<file path="src/rtl/mls_scratchpad_responder_if.sv">
// Request, data-memory, scratchpad and completion signals of the matrix load/store responder.
// The slave modport is the responder's view; master is the surrounding FU/memory side.
interface mls_scratchpad_responder_if #(
  parameter int DIM    = 4,
  parameter int ROW_W  = 64,
  parameter int WORD_W = 32
);
  localparam int SPA_W = 4 + $clog2(DIM);

  // request from the MLS FU
  logic              req_valid;
  logic              req_ready;
  logic [1:0]        req_ls;
  logic [3:0]        req_rd;
  logic [WORD_W-1:0] req_addr;
  logic [WORD_W-1:0] req_stride;

  // data memory row port
  logic              mem_ren;
  logic              mem_wen;
  logic [WORD_W-1:0] mem_addr;
  logic [ROW_W-1:0]  mem_wdata;
  logic [ROW_W-1:0]  mem_rdata;
  logic              mem_ack;

  // scratchpad matrix register file
  logic              sp_we;
  logic [SPA_W-1:0]  sp_waddr;
  logic [ROW_W-1:0]  sp_wdata;
  logic              sp_re;
  logic [SPA_W-1:0]  sp_raddr;
  logic [ROW_W-1:0]  sp_rdata;

  // completion
  logic              done;
  logic [3:0]        done_rd;
  logic [1:0]        done_ls;
  logic              done_err;
  logic              busy;

  modport slave (
    input  req_valid, req_ls, req_rd, req_addr, req_stride,
    input  mem_rdata, mem_ack, sp_rdata,
    output req_ready, mem_ren, mem_wen, mem_addr, mem_wdata,
    output sp_we, sp_waddr, sp_wdata, sp_re, sp_raddr,
    output done, done_rd, done_ls, done_err, busy
  );

  modport master (
    output req_valid, req_ls, req_rd, req_addr, req_stride,
    output mem_rdata, mem_ack, sp_rdata,
    input  req_ready, mem_ren, mem_wen, mem_addr, mem_wdata,
    input  sp_we, sp_waddr, sp_wdata, sp_re, sp_raddr,
    input  done, done_rd, done_ls, done_err, busy
  );
endinterface

</file>
<file path="src/rtl/mls_scratchpad_responder.sv">
// Scratchpad-side responder for matrix LD/ST: moves DIM rows between data memory and
// the scratchpad register file (row i at base + i*stride), then pulses done tagged with rd/ls.
module mls_scratchpad_responder #(
  parameter int DIM    = 4,
  parameter int ROW_W  = 64,
  parameter int WORD_W = 32
) (
  input logic                      CLK,
  input logic                      nRST,
  mls_scratchpad_responder_if.slave bus
);
  localparam int ROW_BITS = $clog2(DIM);
  localparam int SPA_W    = 4 + ROW_BITS;
  localparam logic [ROW_BITS-1:0] LAST_ROW = ROW_BITS'(DIM - 1);

  typedef enum logic [2:0] {
    IDLE   = 3'd0,
    LD_REQ = 3'd1,
    LD_WB  = 3'd2,
    ST_RD  = 3'd3,
    ST_WR  = 3'd4,
    DONE   = 3'd5
  } state_t;

  state_t              state, state_next;
  logic [ROW_BITS-1:0] row;
  logic [WORD_W-1:0]   row_addr;
  logic [WORD_W-1:0]   stride;
  logic [3:0]          rd;
  logic [1:0]          ls;
  logic [ROW_W-1:0]    row_data;
  logic                wr_first;
  logic [3:0]          done_rd_q;
  logic [1:0]          done_ls_q;
  logic                done_err_q;

  logic accept;
  logic advance;
  logic last_row;

  assign last_row = (row == LAST_ROW);

  // NOTE: every signal driven here gets a default first, so no path can infer a latch.
  always_comb begin
    state_next = state;
    accept     = 1'b0;
    advance    = 1'b0;
    unique case (state)
      IDLE: begin
        if (bus.req_valid) begin
          accept = 1'b1;
          unique case (bus.req_ls)
            2'b10:   state_next = LD_REQ;
            2'b01:   state_next = ST_RD;
            default: state_next = DONE;
          endcase
        end
      end
      LD_REQ: if (bus.mem_ack) state_next = LD_WB;
      LD_WB: begin
        if (last_row) begin
          state_next = DONE;
        end else begin
          advance    = 1'b1;
          state_next = LD_REQ;
        end
      end
      ST_RD: state_next = ST_WR;
      ST_WR: begin
        if (bus.mem_ack) begin
          if (last_row) begin
            state_next = DONE;
          end else begin
            advance    = 1'b1;
            state_next = ST_RD;
          end
        end
      end
      DONE:    state_next = IDLE;
      default: state_next = IDLE;
    endcase
  end

  // NOTE: sequential state uses non-blocking assignments so every flop samples pre-edge values.
  always_ff @(posedge CLK or negedge nRST) begin
    if (!nRST) begin
      state <= IDLE;
    end else begin
      state <= state_next;
    end
  end

  always_ff @(posedge CLK or negedge nRST) begin
    if (!nRST) begin
      row        <= '0;
      row_addr   <= '0;
      stride     <= '0;
      rd         <= '0;
      ls         <= '0;
      row_data   <= '0;
      wr_first   <= 1'b0;
      done_rd_q  <= '0;
      done_ls_q  <= '0;
      done_err_q <= 1'b0;
    end else begin
      if (accept) begin
        rd       <= bus.req_rd;
        ls       <= bus.req_ls;
        stride   <= bus.req_stride;
        row_addr <= bus.req_addr;
        row      <= '0;
      end
      // address wraps modulo 2^WORD_W; stride 0 keeps every row at the base
      if (advance) begin
        row      <= row + 1'b1;
        row_addr <= row_addr + stride;
      end
      if (state == LD_REQ && bus.mem_ack) begin
        row_data <= bus.mem_rdata;
      end
      // sp_rdata is only valid in the first ST_WR cycle, so it is held locally from then on
      if (state == ST_WR && wr_first) begin
        row_data <= bus.sp_rdata;
      end
      wr_first <= (state == ST_RD);
      if (state_next == DONE && state != DONE) begin
        done_rd_q  <= accept ? bus.req_rd : rd;
        done_ls_q  <= accept ? bus.req_ls : ls;
        done_err_q <= accept;
      end
    end
  end

  logic              ld_wb;
  logic              st_rd;
  logic              st_wr;
  logic              ld_req;
  logic [SPA_W-1:0]  sp_row;
  logic [ROW_W-1:0]  wr_data;

  assign ld_req  = (state == LD_REQ);
  assign ld_wb   = (state == LD_WB);
  assign st_rd   = (state == ST_RD);
  assign st_wr   = (state == ST_WR);
  assign sp_row  = {rd, row};
  assign wr_data = wr_first ? bus.sp_rdata : row_data;

  assign bus.req_ready = (state == IDLE);
  assign bus.busy      = (state != IDLE);

  assign bus.mem_ren   = ld_req;
  assign bus.mem_wen   = st_wr;
  assign bus.mem_addr  = (ld_req || st_wr) ? row_addr : '0;
  assign bus.mem_wdata = st_wr ? wr_data : '0;

  assign bus.sp_we     = ld_wb;
  assign bus.sp_waddr  = ld_wb ? sp_row : '0;
  assign bus.sp_wdata  = ld_wb ? row_data : '0;
  assign bus.sp_re     = st_rd;
  assign bus.sp_raddr  = st_rd ? sp_row : '0;

  assign bus.done      = (state == DONE);
  assign bus.done_rd   = done_rd_q;
  assign bus.done_ls   = done_ls_q;
  assign bus.done_err  = done_err_q;
endmodule
</file>
<file path="src/flat_wrapper.sv">
// flat-port wrapper written by rule: the top's interface ports become plain ports
module mls_scratchpad_responder_flat 
#(
  parameter int DIM    = 4,
  parameter int ROW_W  = 64,
  parameter int WORD_W = 32
)
  (CLK, nRST, bus_req_valid, bus_req_ls, bus_req_rd, bus_req_addr, bus_req_stride, bus_mem_rdata, bus_mem_ack, bus_sp_rdata, bus_req_ready, bus_mem_ren, bus_mem_wen, bus_mem_addr, bus_mem_wdata, bus_sp_we, bus_sp_waddr, bus_sp_wdata, bus_sp_re, bus_sp_raddr, bus_done, bus_done_rd, bus_done_ls, bus_done_err, bus_busy);
  mls_scratchpad_responder_if #(.DIM(DIM), .ROW_W(ROW_W), .WORD_W(WORD_W)) bus_i ();
  input logic CLK;
  input logic nRST;
  input wire logic [$bits(bus_i.req_valid)-1:0] bus_req_valid;
  input wire logic [$bits(bus_i.req_ls)-1:0] bus_req_ls;
  input wire logic [$bits(bus_i.req_rd)-1:0] bus_req_rd;
  input wire logic [$bits(bus_i.req_addr)-1:0] bus_req_addr;
  input wire logic [$bits(bus_i.req_stride)-1:0] bus_req_stride;
  input wire logic [$bits(bus_i.mem_rdata)-1:0] bus_mem_rdata;
  input wire logic [$bits(bus_i.mem_ack)-1:0] bus_mem_ack;
  input wire logic [$bits(bus_i.sp_rdata)-1:0] bus_sp_rdata;
  output wire logic [$bits(bus_i.req_ready)-1:0] bus_req_ready;
  output wire logic [$bits(bus_i.mem_ren)-1:0] bus_mem_ren;
  output wire logic [$bits(bus_i.mem_wen)-1:0] bus_mem_wen;
  output wire logic [$bits(bus_i.mem_addr)-1:0] bus_mem_addr;
  output wire logic [$bits(bus_i.mem_wdata)-1:0] bus_mem_wdata;
  output wire logic [$bits(bus_i.sp_we)-1:0] bus_sp_we;
  output wire logic [$bits(bus_i.sp_waddr)-1:0] bus_sp_waddr;
  output wire logic [$bits(bus_i.sp_wdata)-1:0] bus_sp_wdata;
  output wire logic [$bits(bus_i.sp_re)-1:0] bus_sp_re;
  output wire logic [$bits(bus_i.sp_raddr)-1:0] bus_sp_raddr;
  output wire logic [$bits(bus_i.done)-1:0] bus_done;
  output wire logic [$bits(bus_i.done_rd)-1:0] bus_done_rd;
  output wire logic [$bits(bus_i.done_ls)-1:0] bus_done_ls;
  output wire logic [$bits(bus_i.done_err)-1:0] bus_done_err;
  output wire logic [$bits(bus_i.busy)-1:0] bus_busy;
  assign bus_i.req_valid = bus_req_valid;
  assign bus_i.req_ls = bus_req_ls;
  assign bus_i.req_rd = bus_req_rd;
  assign bus_i.req_addr = bus_req_addr;
  assign bus_i.req_stride = bus_req_stride;
  assign bus_i.mem_rdata = bus_mem_rdata;
  assign bus_i.mem_ack = bus_mem_ack;
  assign bus_i.sp_rdata = bus_sp_rdata;
  assign bus_req_ready = bus_i.req_ready;
  assign bus_mem_ren = bus_i.mem_ren;
  assign bus_mem_wen = bus_i.mem_wen;
  assign bus_mem_addr = bus_i.mem_addr;
  assign bus_mem_wdata = bus_i.mem_wdata;
  assign bus_sp_we = bus_i.sp_we;
  assign bus_sp_waddr = bus_i.sp_waddr;
  assign bus_sp_wdata = bus_i.sp_wdata;
  assign bus_sp_re = bus_i.sp_re;
  assign bus_sp_raddr = bus_i.sp_raddr;
  assign bus_done = bus_i.done;
  assign bus_done_rd = bus_i.done_rd;
  assign bus_done_ls = bus_i.done_ls;
  assign bus_done_err = bus_i.done_err;
  assign bus_busy = bus_i.busy;
  mls_scratchpad_responder #(.DIM(DIM), .ROW_W(ROW_W), .WORD_W(WORD_W)) u_core (.CLK(CLK), .nRST(nRST), .bus(bus_i));
endmodule
</file>
<file path="config.mk">
export PLATFORM = sky130hd
export DESIGN_NAME = mls_scratchpad_responder_flat
export DESIGN_NICKNAME = d
export VERILOG_FILES = /design/src/rtl/mls_scratchpad_responder_if.sv /design/src/rtl/mls_scratchpad_responder.sv /design/src/flat_wrapper.sv
export SDC_FILE = /design/constraint.sdc
export NUM_CORES = 1
export LEC_CHECK = 0
export BUFFER_PORTS_ARGS = -buffer_cell sky130_fd_sc_hd__buf_2
export CORE_MARGIN = 10
export CORE_UTILIZATION = 50
export CTS_CLUSTER_DIAMETER = 50
export DETAILED_ROUTE_END_ITERATION = 7
export GPL_TIMING_DRIVEN = 0
export PLACE_DENSITY = 0.81
export SLEW_MARGIN = 0
export SYNTH_ARGS = -nofsm -noshare
export SYNTH_HDL_FRONTEND = slang
export SYNTH_SLANG_ARGS = --single-unit
</file>
<file path="constraint.sdc">
create_clock -name CLK -period 2.8 [get_ports CLK]
set_clock_uncertainty 0.1 [all_clocks]
set_input_delay 0.28 -clock CLK [delete_from_list [all_inputs] [get_ports CLK]]
set_output_delay 0.28 -clock CLK [all_outputs]
set_load 0.02 [all_outputs]
</file>
==> impl_metrics.py, run 1 <==
metrics = {
    "status": {
        "status": "completed",
    },
    "critical_path": {
        "critPathSlowestCell": "dfrtp_1",
        "r2r_start": "u_core.stride[12]",
        "rr_endpoint": "u_core.row_addr[27]",
        "crit_arrival_ns": 2.35,
        "crit_top_cell": "buf_2",
        "r2r_cells": 8,
        "critPathMaxFanout": 10,
        "cp-startpoint": "u_core.state[2]",
        "path_delay_family": "buffers and inverters",
        "critPathLaunchType": "flop",
        "cp_num_buf_inv": 4,
        "path_cells": "buf_2, buf_2, xnor2_1, nor2_1, clkbuf_2, and2_1, buf_2",
        "rrSetupSlack_ns": 0.16,
        "critical_path_class": "flop to output port",
        "crit_path_max_incr_delay_ns": 0.36,
        "endpoint_kind": "output port",
        "path_depth": 7,
        "cp_data_required_time_ns": 2.42,
    },
    "timing": {
        "setup_viol": 0,
        "fin_setup_tns_ns": 0,
        "fmax_mhz": 366.7,
        "worst_slew_pin_slew_ns": 0.7288,
        "slew_headroom": 0.5141,
        "hold_violations": 0,
        "period_share": 0.9738,
        "post-route-min-period_ns": 2.727,
        "maxSlewViolCount": 0,
    },
    "hold_path": {
        "hold_depth": 3,
        "min_path_type": "input pin to flop",
        "whs_endpoint": "u_core.row_addr[0]",
        "hold_start": "bus_req_addr[0]",
    },
    "floorplan": {
        "dieHeight_um": 162.3,
        "fp.dieW_um": 162.3,
        "dieArea_mm2": 0.02633,
        "rows": 51,
        "io-pin-count": 388,
        "coreArea_mm2": 0.01965,
        "start_util": 0.5148,
    },
    "global_route": {
        "track_usage": 0.2912,
        "grt_max_degree": 98,
        "antenna_found_initial": 10,
        "grt_pass1_vias": 10640,
        "overflow": 0,
        "grt_pass1_wl_um": 60810,
    },
    "route": {
        "drc": 0,
        "drt_wl_total_um": 39720,
        "wl_per_cell_um": 21.70,
        "avgViaCountPerCell": 5.570,
        "dr.first_iter.drc_count": 834,
        "firstDrtPassIters": 5,
        "ant_nets": 0,
        "vias": 10190,
    },
    "power_and_ir_drop": {
        "p_leak_nw": 6.369,
        "p_clk_frac": 0.134,
        "p_int_mw": 9.071,
        "ir_worst_vdd_mv": 0.9170,
        "p_seq_frac": 0.225,
        "power.switching_mw": 8.935,
        "combPwrFrac": 0.640,
        "p_total_mw": 18.01,
        "p_sw_frac": 0.4962,
        "power_density_mw_per_mm2": 1339,
    },
    "yosys": {
        "syn_area_mm2": 0.01012,
        "async_reset_ff_frac": 1.000,
        "synth_flop_cell": "dfrtp_1",
        "syn-num-nets": 1341,
        "yosysSeqAreaShare": 0.3635,
        "ys_types": 74,
        "avgSynthCellArea_um2": 9.157,
        "synth_edf_count": 0,
        "syn_inst": 1105,
        "ys_warn_count": 0,
        "ys_ff_latch": 147,
    },
    "placed_design": {
        "gp_congestion": 0.9910,
        "portBuffers": 387,
        "place_hpwl_um": 30980,
        "dp.cells": 1758,
    },
    "clock_network": {
        "clk_latency_ns": 0.43,
        "cts-root-buf": "clkbuf_16",
        "cts.clk_slew.worst_paths_ns": 0.06,
        "tritoncts": "yes",
        "htreeDepth": 4,
        "ctsLongestPathBuffers": 2,
        "cts_buffers": 17,
        "clock_sinks": 147,
    },
    "layout": {
        "layout.cells.non_filler": 1830,
        "final_cell_mix": "418 x buf_2, 168 x nor2_1, 152 x mux2i_1",
        "area.growth.synth_to_final_pct": 32.88,
        "final_common_cell": "buf_2",
        "finalNetCount": 1783,
        "drive_gt1_frac": 0.3464,
    },
    "job": {
        "drv_cap": 0,
    },
}
==> through the flow <==
stage          hold WS [ns]  utilization  setup slack, ns  area [um^2]
2_1_floorplan       -0.1156            -           0.3629        10120
3_3_place_gp         0.3637       0.6303          -0.8915        12390
3_5_place_dp         0.1551       0.6320           0.1134        12420
4_1_cts            0.001541       0.6816         0.001859        13400
5_1_grt            0.003518       0.6841        -0.002533        13450
6_report            0.01736       0.6841          0.07329        13450
==> timing repair <==
action,4_1_cts,5_1_grt
setup endpoints to repair,131,45
buffers inserted,3,0
pin swaps,1,0
hold buffers,31,1
gates resized for setup,13,17
hold endpoints to repair,80,1
==> worst min-delay path: cells and delay by family <==
kind | cells | cell delay [ns]
buffers and inverters | 1 | 0.10
and+or+nand+nor | 1 | 0.05
AOI/OAI and AO/OA | 1 | 0.08
==> sequential cells by signal (all words and copies together), names as in the netlist <==
register             count
u_core.state             3
u_core.bus.done_ls       2
u_core.row_addr         32
u_core.wr_first          1
u_core.stride           32
u_core.ls                2
u_core.row               2
u_core.rd                4
u_core.bus.done_err      1
u_core.row_data         64
u_core.bus.done_rd       4
==> per-layer routing <==
metal / vias to the layer above / global-route usage / wire length, um
met4: 8 / 0.1249 / 1348
met1: 4884 / 0.3323 / 15400
met3: 89 / 0.07887 / 3008
met5: - / 0 / 50
met2: 434 / 0.5009 / 19920
li1: 4779 / - / -
==> layout make-up <==
cell class	count	area [um^2]
diodes	6	15.01
plain buffers	80	400.4
clock buffers	21	460.4
clock inverters	10	147.6
fillers	1557	6208
inverters	9	33.78
multi-input cells	869	6052
flip-flops and latches	147	3679
well taps	265	331.6
repair buffers	423	2326
==> logic make-up after synthesis <==
group                    Yosys count  synth area share
adder cells (fa/ha/maj)           34           0.04279
multiplexers                     199            0.2027
buffers and inverters             89           0.04068
XOR/XNOR                          20           0.01731
flip-flops                       147            0.3635
AND/OR/NAND/NOR                  401            0.1988
AO/OA/AOI/OAI                    215            0.1342
==> worst max-delay path by stage <==
stage	to	slack, ns
after CTS	bus_mem_addr[17]	0.002
after global routing	bus_sp_wdata[55]	-0.003
after floorplan	u_core.row_addr[24]	0.36
final	bus_mem_addr[30]	0.07
after global placement	u_core.row_data[17]	-0.89
after detailed placement	u_core.row_addr[24]	0.11
==> power groups by stage <==
| stage | Clock, mW | Sequential (mW) | Combinational (mW) |
|---|---|---|---|
| 6_report | 2.42 | 4.06 | 11.5 |
| 5_1_grt | 2.53 | 4.17 | 12.6 |
| 4_1_cts | 2.43 | 4.03 | 11.4 |
| 3_5_place_dp | 0 | 4.06 | 11.2 |
| 3_3_place_gp | 0 | 3.99 | 11.0 |
| 2_1_floorplan | 0 | 3.82 | 8.02 |
==> synthesized netlist by cell type, drive strengths merged, types with 10 or more instances <==
master  instances  share of area
nor2          168          0.062
a21o           10         0.0075
a21oi         107          0.054
ha             33          0.041
xnor2          16          0.014
and2          104          0.064
clkbuf         27          0.010
buf            53          0.027
and3           12         0.0075
mux2i         152           0.15
o21ai          39          0.020
nand4          10         0.0062
mux2           47          0.052
a211oi         15          0.012
dfrtp         147           0.36
nand2          47          0.017
nor2b          17          0.011
Note: power is estimated with default switching activity, not from simulation.
==> run 2: changes to the inputs <==
--- a/config.mk
+++ b/config.mk
@@ -7,11 +7,12 @@
 export LEC_CHECK = 0
 export BUFFER_PORTS_ARGS = -buffer_cell sky130_fd_sc_hd__buf_2
 export CORE_MARGIN = 10
-export CORE_UTILIZATION = 50
+export CORE_UTILIZATION = 51
+export CTS_BUF_LIST = sky130_fd_sc_hd__clkbuf_8
 export CTS_CLUSTER_DIAMETER = 50
 export DETAILED_ROUTE_END_ITERATION = 7
 export GPL_TIMING_DRIVEN = 0
-export PLACE_DENSITY = 0.81
+export PLACE_DENSITY = 0.83
 export SLEW_MARGIN = 0
 export SYNTH_ARGS = -nofsm -noshare
 export SYNTH_HDL_FRONTEND = slang
==> run 2 against run 1 <==
Against the previous run: power is 3.4% lower; cell count is 1.3% higher; count of clock-buffer cells in the layout is 3 lower; setup slack worse by 0.039 ns; global-route usage is 0.53 points higher; clock power is 26% lower; worst hold slack better by 0.0013 ns; core utilization is 0.71 points higher.
==> impl_metrics.py, run 2 (synthesis gave the netlist of run 1 again) <==
metrics = {
    "floorplan": {
        "coreArea_mm2": 0.01946,
        "io-pin-count": 388,
        "dieArea_mm2": 0.02587,
        "fp.dieW_um": 160.9,
        "rows": 51,
        "start_util": 0.5199,
        "dieHeight_um": 160.9,
    },
    "route": {
        "drt_wl_total_um": 40060,
        "wl_per_cell_um": 21.61,
        "avgViaCountPerCell": 5.640,
        "firstDrtPassIters": 5,
        "ant_nets": 0,
        "drc": 0,
        "dr.first_iter.drc_count": 902,
        "vias": 10460,
    },
    "layout": {
        "area.growth.synth_to_final_pct": 32.94,
        "final_cell_mix": "418 x buf_2, 167 x nor2_1, 152 x mux2i_1",
        "top_regs": "u_core.row_data x64, u_core.row_addr x32, u_core.stride x32",
        "utilization": 0.6912,
        "regArea_mm2": 0.003679,
        "final_common_cell": "buf_2",
        "regMostFlops": "u_core.row_data",
        "drive_gt1_frac": 0.3418,
        "fillers": 1594,
        "multi_input_area_mm2": 0.006041,
        "final_cell_area_mm2": 0.01345,
        "layout.cells.non_filler": 1854,
        "largest_register_ff_count": 64,
        "finalNetCount": 1803,
    },
    "clock_network": {
        "clock_sinks": 147,
        "tritoncts": "yes",
        "cts.clk_slew.worst_paths_ns": 0.09,
        "cts_buffers": 17,
        "clk_latency_ns": 0.46,
        "ctsLongestPathBuffers": 2,
        "cts-root-buf": "clkbuf_8",
        "htreeDepth": 4,
    },
    "job": {
        "drv_cap": 0,
    },
    "critical_path": {
        "critPathSlowestCell": "a2111oi_1",
        "critPathMaxFanout": 5,
        "cp_data_required_time_ns": 3.02,
        "critPathLaunchType": "flop",
        "endpoint_kind": "flop",
        "critical_path_class": "flop to flop",
        "crit_path_max_incr_delay_ns": 0.52,
        "path_delay_family": "compound AO/OA/AOI/OAI gates",
        "path_cells": "ha_1, fa_1, a21oi_2, o221a_2, o211a_4, o21ai_4, a2111oi_1, a211oi_2",
        "crit_arrival_ns": 2.99,
        "cp_num_buf_inv": 0,
        "rrSetupSlack_ns": 0.03,
    },
    "global_route": {
        "antenna_found_initial": 9,
        "grt_pass1_wl_um": 61150,
        "overflow": 0,
        "grt_pass1_vias": 10630,
        "track_usage": 0.2964,
        "grt_max_degree": 81,
    },
    "timing": {
        "worst_slew_pin_slew_ns": 0.6966,
        "whs_ns": 0.01862,
        "fin_setup_tns_ns": 0,
        "slew_headroom": 0.5356,
        "setup_ws_ns": 0.03401,
        "maxSlewViolCount": 0,
        "setup_viol": 0,
        "hold_violations": 0,
        "post-route-min-period_ns": 2.766,
        "period_share": 0.9879,
        "fmax_mhz": 361.5,
    },
    "placed_design": {
        "dp.cells": 1758,
        "place_hpwl_um": 31130,
        "place_ws_ns": 0.1195,
        "place_area_mm2": 0.01242,
        "portBuffers": 387,
        "gp_congestion": 0.9725,
    },
    "status": {
        "status": "completed",
    },
    "power_and_ir_drop": {
        "ir_worst_vdd_mv": 0.9981,
        "p_total_mw": 17.39,
        "p_leak_nw": 6.371,
        "power_density_mw_per_mm2": 1293,
    },
    "hold_path": {
        "min_path_type": "input pin to flop",
    },
}
## run 2: changes by cell type in the layout (fill, tap and decap cells not counted), sizes merged
cell,previous run,this run
diode,6,9
clkbuf,48,47
clkinv,1,3
clkinvlp,3,2
inv,12,16
dlygate4sd3,32,54
bufinv,3,2
buf,444,440
## run 2: power by group
group          switching [mW]  total (mW)  internal (mW)
registers               0.813        4.03           3.22
clock network           0.952        1.79          0.843
logic                    7.16        11.6           4.41
## run 2: metal layers
| layer | part of all wire | track usage |
|---|---|---|
| met1 | 0.38 | 0.3382 |
| met2 | 0.50 | 0.5096 |
| met3 | 0.078 | 0.07106 |
| met4 | 0.041 | 0.1443 |
| met5 | 0 | 0 |
## run 2: final cells by class
cell class,instances,area share
multi-input cells,869,0.4491
flip-flops and latches,147,0.2735
repair buffers,443,0.1882
plain buffers,80,0.02986
well taps,265,0.02465
clock buffers,18,0.01842
clock inverters,14,0.01218
inverters,9,0.002511
diodes,9,0.001674
## run 2: worst paths after layout
kind,from,to,cells past startpoint
max,u_core.row_addr[0],u_core.row_addr[24],8
min,bus_req_addr[10],u_core.row_addr[10],3
max reg2reg,u_core.row_addr[0],u_core.row_addr[24],8
min reg2reg,u_core.bus.done_rd[2],u_core.bus.done_rd[2],1
max in group asynchronous,nRST,u_core.row_data[26],3
min in group asynchronous,nRST,u_core.stride[6],2
## run 2: worst min-delay path, stage by stage
cell,delay [ns]
buf_2,0.08
mux2i_1,0.06
o21ai_0,0.13
## run 2: timing repair
| action | 4_1_cts | 5_1_grt |
|---|---|---|
| pin swaps | 1 | 0 |
| endpoints found under the hold margin | 120 | 0 |
| resized for setup | 15 | 10 |
| hold buffers | 54 | 0 |
| setup buffers | 1 | 0 |
| cloned | 0 | 0 |
| setup endpoints to repair | 147 | 58 |
==> run 3: changes to the inputs <==
--- a/config.mk
+++ b/config.mk
@@ -7,12 +7,11 @@
 export LEC_CHECK = 0
 export BUFFER_PORTS_ARGS = -buffer_cell sky130_fd_sc_hd__buf_2
 export CORE_MARGIN = 10
-export CORE_UTILIZATION = 51
+export CORE_UTILIZATION = 35
 export CTS_BUF_LIST = sky130_fd_sc_hd__clkbuf_8
 export CTS_CLUSTER_DIAMETER = 50
 export DETAILED_ROUTE_END_ITERATION = 7
 export GPL_TIMING_DRIVEN = 0
-export PLACE_DENSITY = 0.83
 export SLEW_MARGIN = 0
 export SYNTH_ARGS = -nofsm -noshare
 export SYNTH_HDL_FRONTEND = slang
==> run 3 against run 2 <==
Against the previous run: sequential power hardly changed; worst hold slack better by 0.014 ns; count of clock-buffer cells in the layout is 1 higher; combinational power hardly changed; global-route usage is 8.0 points lower; critical endpoint is now u_core.row_addr[26].
==> impl_metrics.py, run 3 (synthesis gave the netlist of run 1 again) <==
metrics = {
    "floorplan": {
        "io-pin-count": 388,
        "dieHeight_um": 190.0,
        "dieArea_mm2": 0.03611,
        "fp.dieW_um": 190.0,
        "coreArea_mm2": 0.02863,
        "start_util": 0.3535,
        "rows": 62,
    },
    "critical_path": {
        "cp-startpoint": "u_core.stride[0]",
        "crit_arrival_ns": 2.92,
        "rr_endpoint": "u_core.row_addr[26]",
        "critPathMaxFanout": 3,
        "cp_data_required_time_ns": 3.04,
        "endpoint_kind": "flop",
        "r2r_cells": 8,
        "critical_path_class": "flop to flop",
        "rrSetupSlack_ns": 0.12,
        "critPathLaunchType": "flop",
        "r2r_start": "u_core.stride[0]",
    },
    "placed_design": {
        "place_area_mm2": 0.01257,
        "gp_congestion": 0.9134,
        "place_hpwl_um": 32180,
        "portBuffers": 387,
    },
    "layout": {
        "drive_gt1_frac": 0.3449,
        "regMostFlops": "u_core.row_data",
        "final_common_cell": "buf_2",
        "final_cell_area_mm2": 0.01366,
        "area.growth.synth_to_final_pct": 34.98,
        "utilization": 0.4771,
        "top_regs": "u_core.row_data x64, u_core.row_addr x32, u_core.stride x32",
        "largest_register_ff_count": 64,
        "finalNetCount": 1813,
        "final_cell_mix": "416 x buf_2, 167 x nor2_1, 152 x mux2i_1",
    },
    "power_and_ir_drop": {
        "p_sw_frac": 0.5118,
        "combPwrFrac": 0.668,
        "ir_worst_vdd_mv": 0.8045,
        "p_seq_frac": 0.234,
        "p_leak_nw": 6.421,
        "power_density_mw_per_mm2": 1266,
        "p_int_mw": 8.440,
        "p_clk_frac": 0.098,
        "power.switching_mw": 8.850,
    },
    "clock_network": {
        "cts.clk_slew.worst_paths_ns": 0.10,
        "ctsLongestPathBuffers": 2,
        "cts-root-buf": "clkbuf_8",
        "htreeDepth": 4,
        "clk_latency_ns": 0.46,
        "tritoncts": "yes",
        "clock_sinks": 147,
        "cts_buffers": 17,
    },
    "global_route": {
        "grt_pass1_vias": 10380,
        "antenna_found_initial": 4,
        "grt_max_degree": 78,
        "overflow": 0,
        "grt_pass1_wl_um": 61600,
        "track_usage": 0.2160,
    },
    "route": {
        "ant_nets": 0,
        "dr.first_iter.drc_count": 518,
        "avgViaCountPerCell": 5.070,
        "drt_wl_total_um": 40490,
        "vias": 10020,
        "drc": 0,
        "wl_per_cell_um": 20.48,
        "firstDrtPassIters": 5,
    },
    "timing": {
        "maxSlewViolCount": 0,
        "setup_viol": 0,
        "slew_headroom": 0.4890,
        "fmax_mhz": 373.0,
        "worst_slew_pin_slew_ns": 0.7664,
        "period_share": 0.9575,
        "hold_violations": 0,
        "post-route-min-period_ns": 2.681,
        "fin_setup_tns_ns": 0,
        "rsz0062_at_grt": "false",
    },
    "job": {
        "drv_cap": 0,
    },
    "hold_path": {
        "hold_start": "bus_req_addr[4]",
        "whs_endpoint": "u_core.row_addr[4]",
        "min_path_type": "input pin to flop",
        "hold_depth": 3,
    },
    "status": {
        "status": "completed",
    },
}
-- run 3: changes by cell type in the layout (fill, tap and decap cells not counted), sizes merged --
cell         delta
dlygate4sd3     +7
diode           -5
buf             +2
clkbuf          +2
bufinv          -1
clkinv          +1
clkinvlp        -1
inv             -1
-- run 3: stage by stage --
step | power [mW] | cells | hold slack [ns] | worst slack (ns)
after floorplan | 11.85 | 1105 | -0.1156 | 0.3629
after global placement | 15.22 | 1876 | 0.3651 | -1.055
after detailed placement | 15.39 | 1877 | 0.1818 | -0.02710
after CTS | 17.27 | 1971 | 0.0006727 | 0.0003220
after global routing | 18.74 | 1976 | 0.01245 | 0.006580
final | 17.29 | 1977 | 0.03216 | 0.1191
-- run 3: power groups by stage --
| stage | registers [mW] | clock network (mW) | logic [mW] |
|---|---|---|---|
| 2_1_floorplan | 3.82 | 0 | 8.02 |
| 3_3_place_gp | 4.04 | 0 | 11.2 |
| 3_5_place_dp | 4.09 | 0 | 11.3 |
| 4_1_cts | 4.04 | 1.75 | 11.5 |
| 5_1_grt | 4.19 | 1.84 | 12.7 |
| 6_report | 4.05 | 1.69 | 11.6 |
-- run 3: timing repair --
action / 4_1_cts / 5_1_grt
pin swaps: 1 / 2
resized for setup: 17 / 20
setup endpoints to repair: 162 / 93
setup buffers: 2 / 2
hold endpoints to repair: 130 / 0
hold buffers: 61 / 0
-- run 3: routing by layer --
metal / wire length [um] / global-route usage
met1: 16500 / 0.2493
met2: 20640 / 0.3863
met3: 2533 / 0.05071
met4: 804 / 0.06624
met5: 13 / 0
-- run 3: worst max path at each step --
stage	to	cells after the start
after floorplan	u_core.row_addr[24]	8
final	u_core.row_addr[26]	8
after CTS	bus_mem_addr[29]	7
after detailed placement	bus_sp_wdata[3]	6
after global routing	bus_sp_wdata[49]	7
after global placement	u_core.row_data[24]	1
-- run 3: worst max-delay path, cell delays in order (launching register included) --
cell	delay, ns
dfrtp_1	0.40
ha_1	0.25
fa_1	0.45
a21oi_2	0.19
o221a_2	0.26
o21ai_1	0.16
nor4b_2	0.21
or3_1	0.35
a31o_1	0.20
-- run 3: layout make-up --
cell class              instances  area, um^2
multi-input cells             869        6047
well taps                     384       480.5
flip-flops and latches        147        3679
inverters                       9       33.78
clock inverters                12       120.1
repair buffers                453        2615
plain buffers                  80       411.6
fillers                      2796       14970
diodes                          4       10.01
clock buffers                  19       261.5
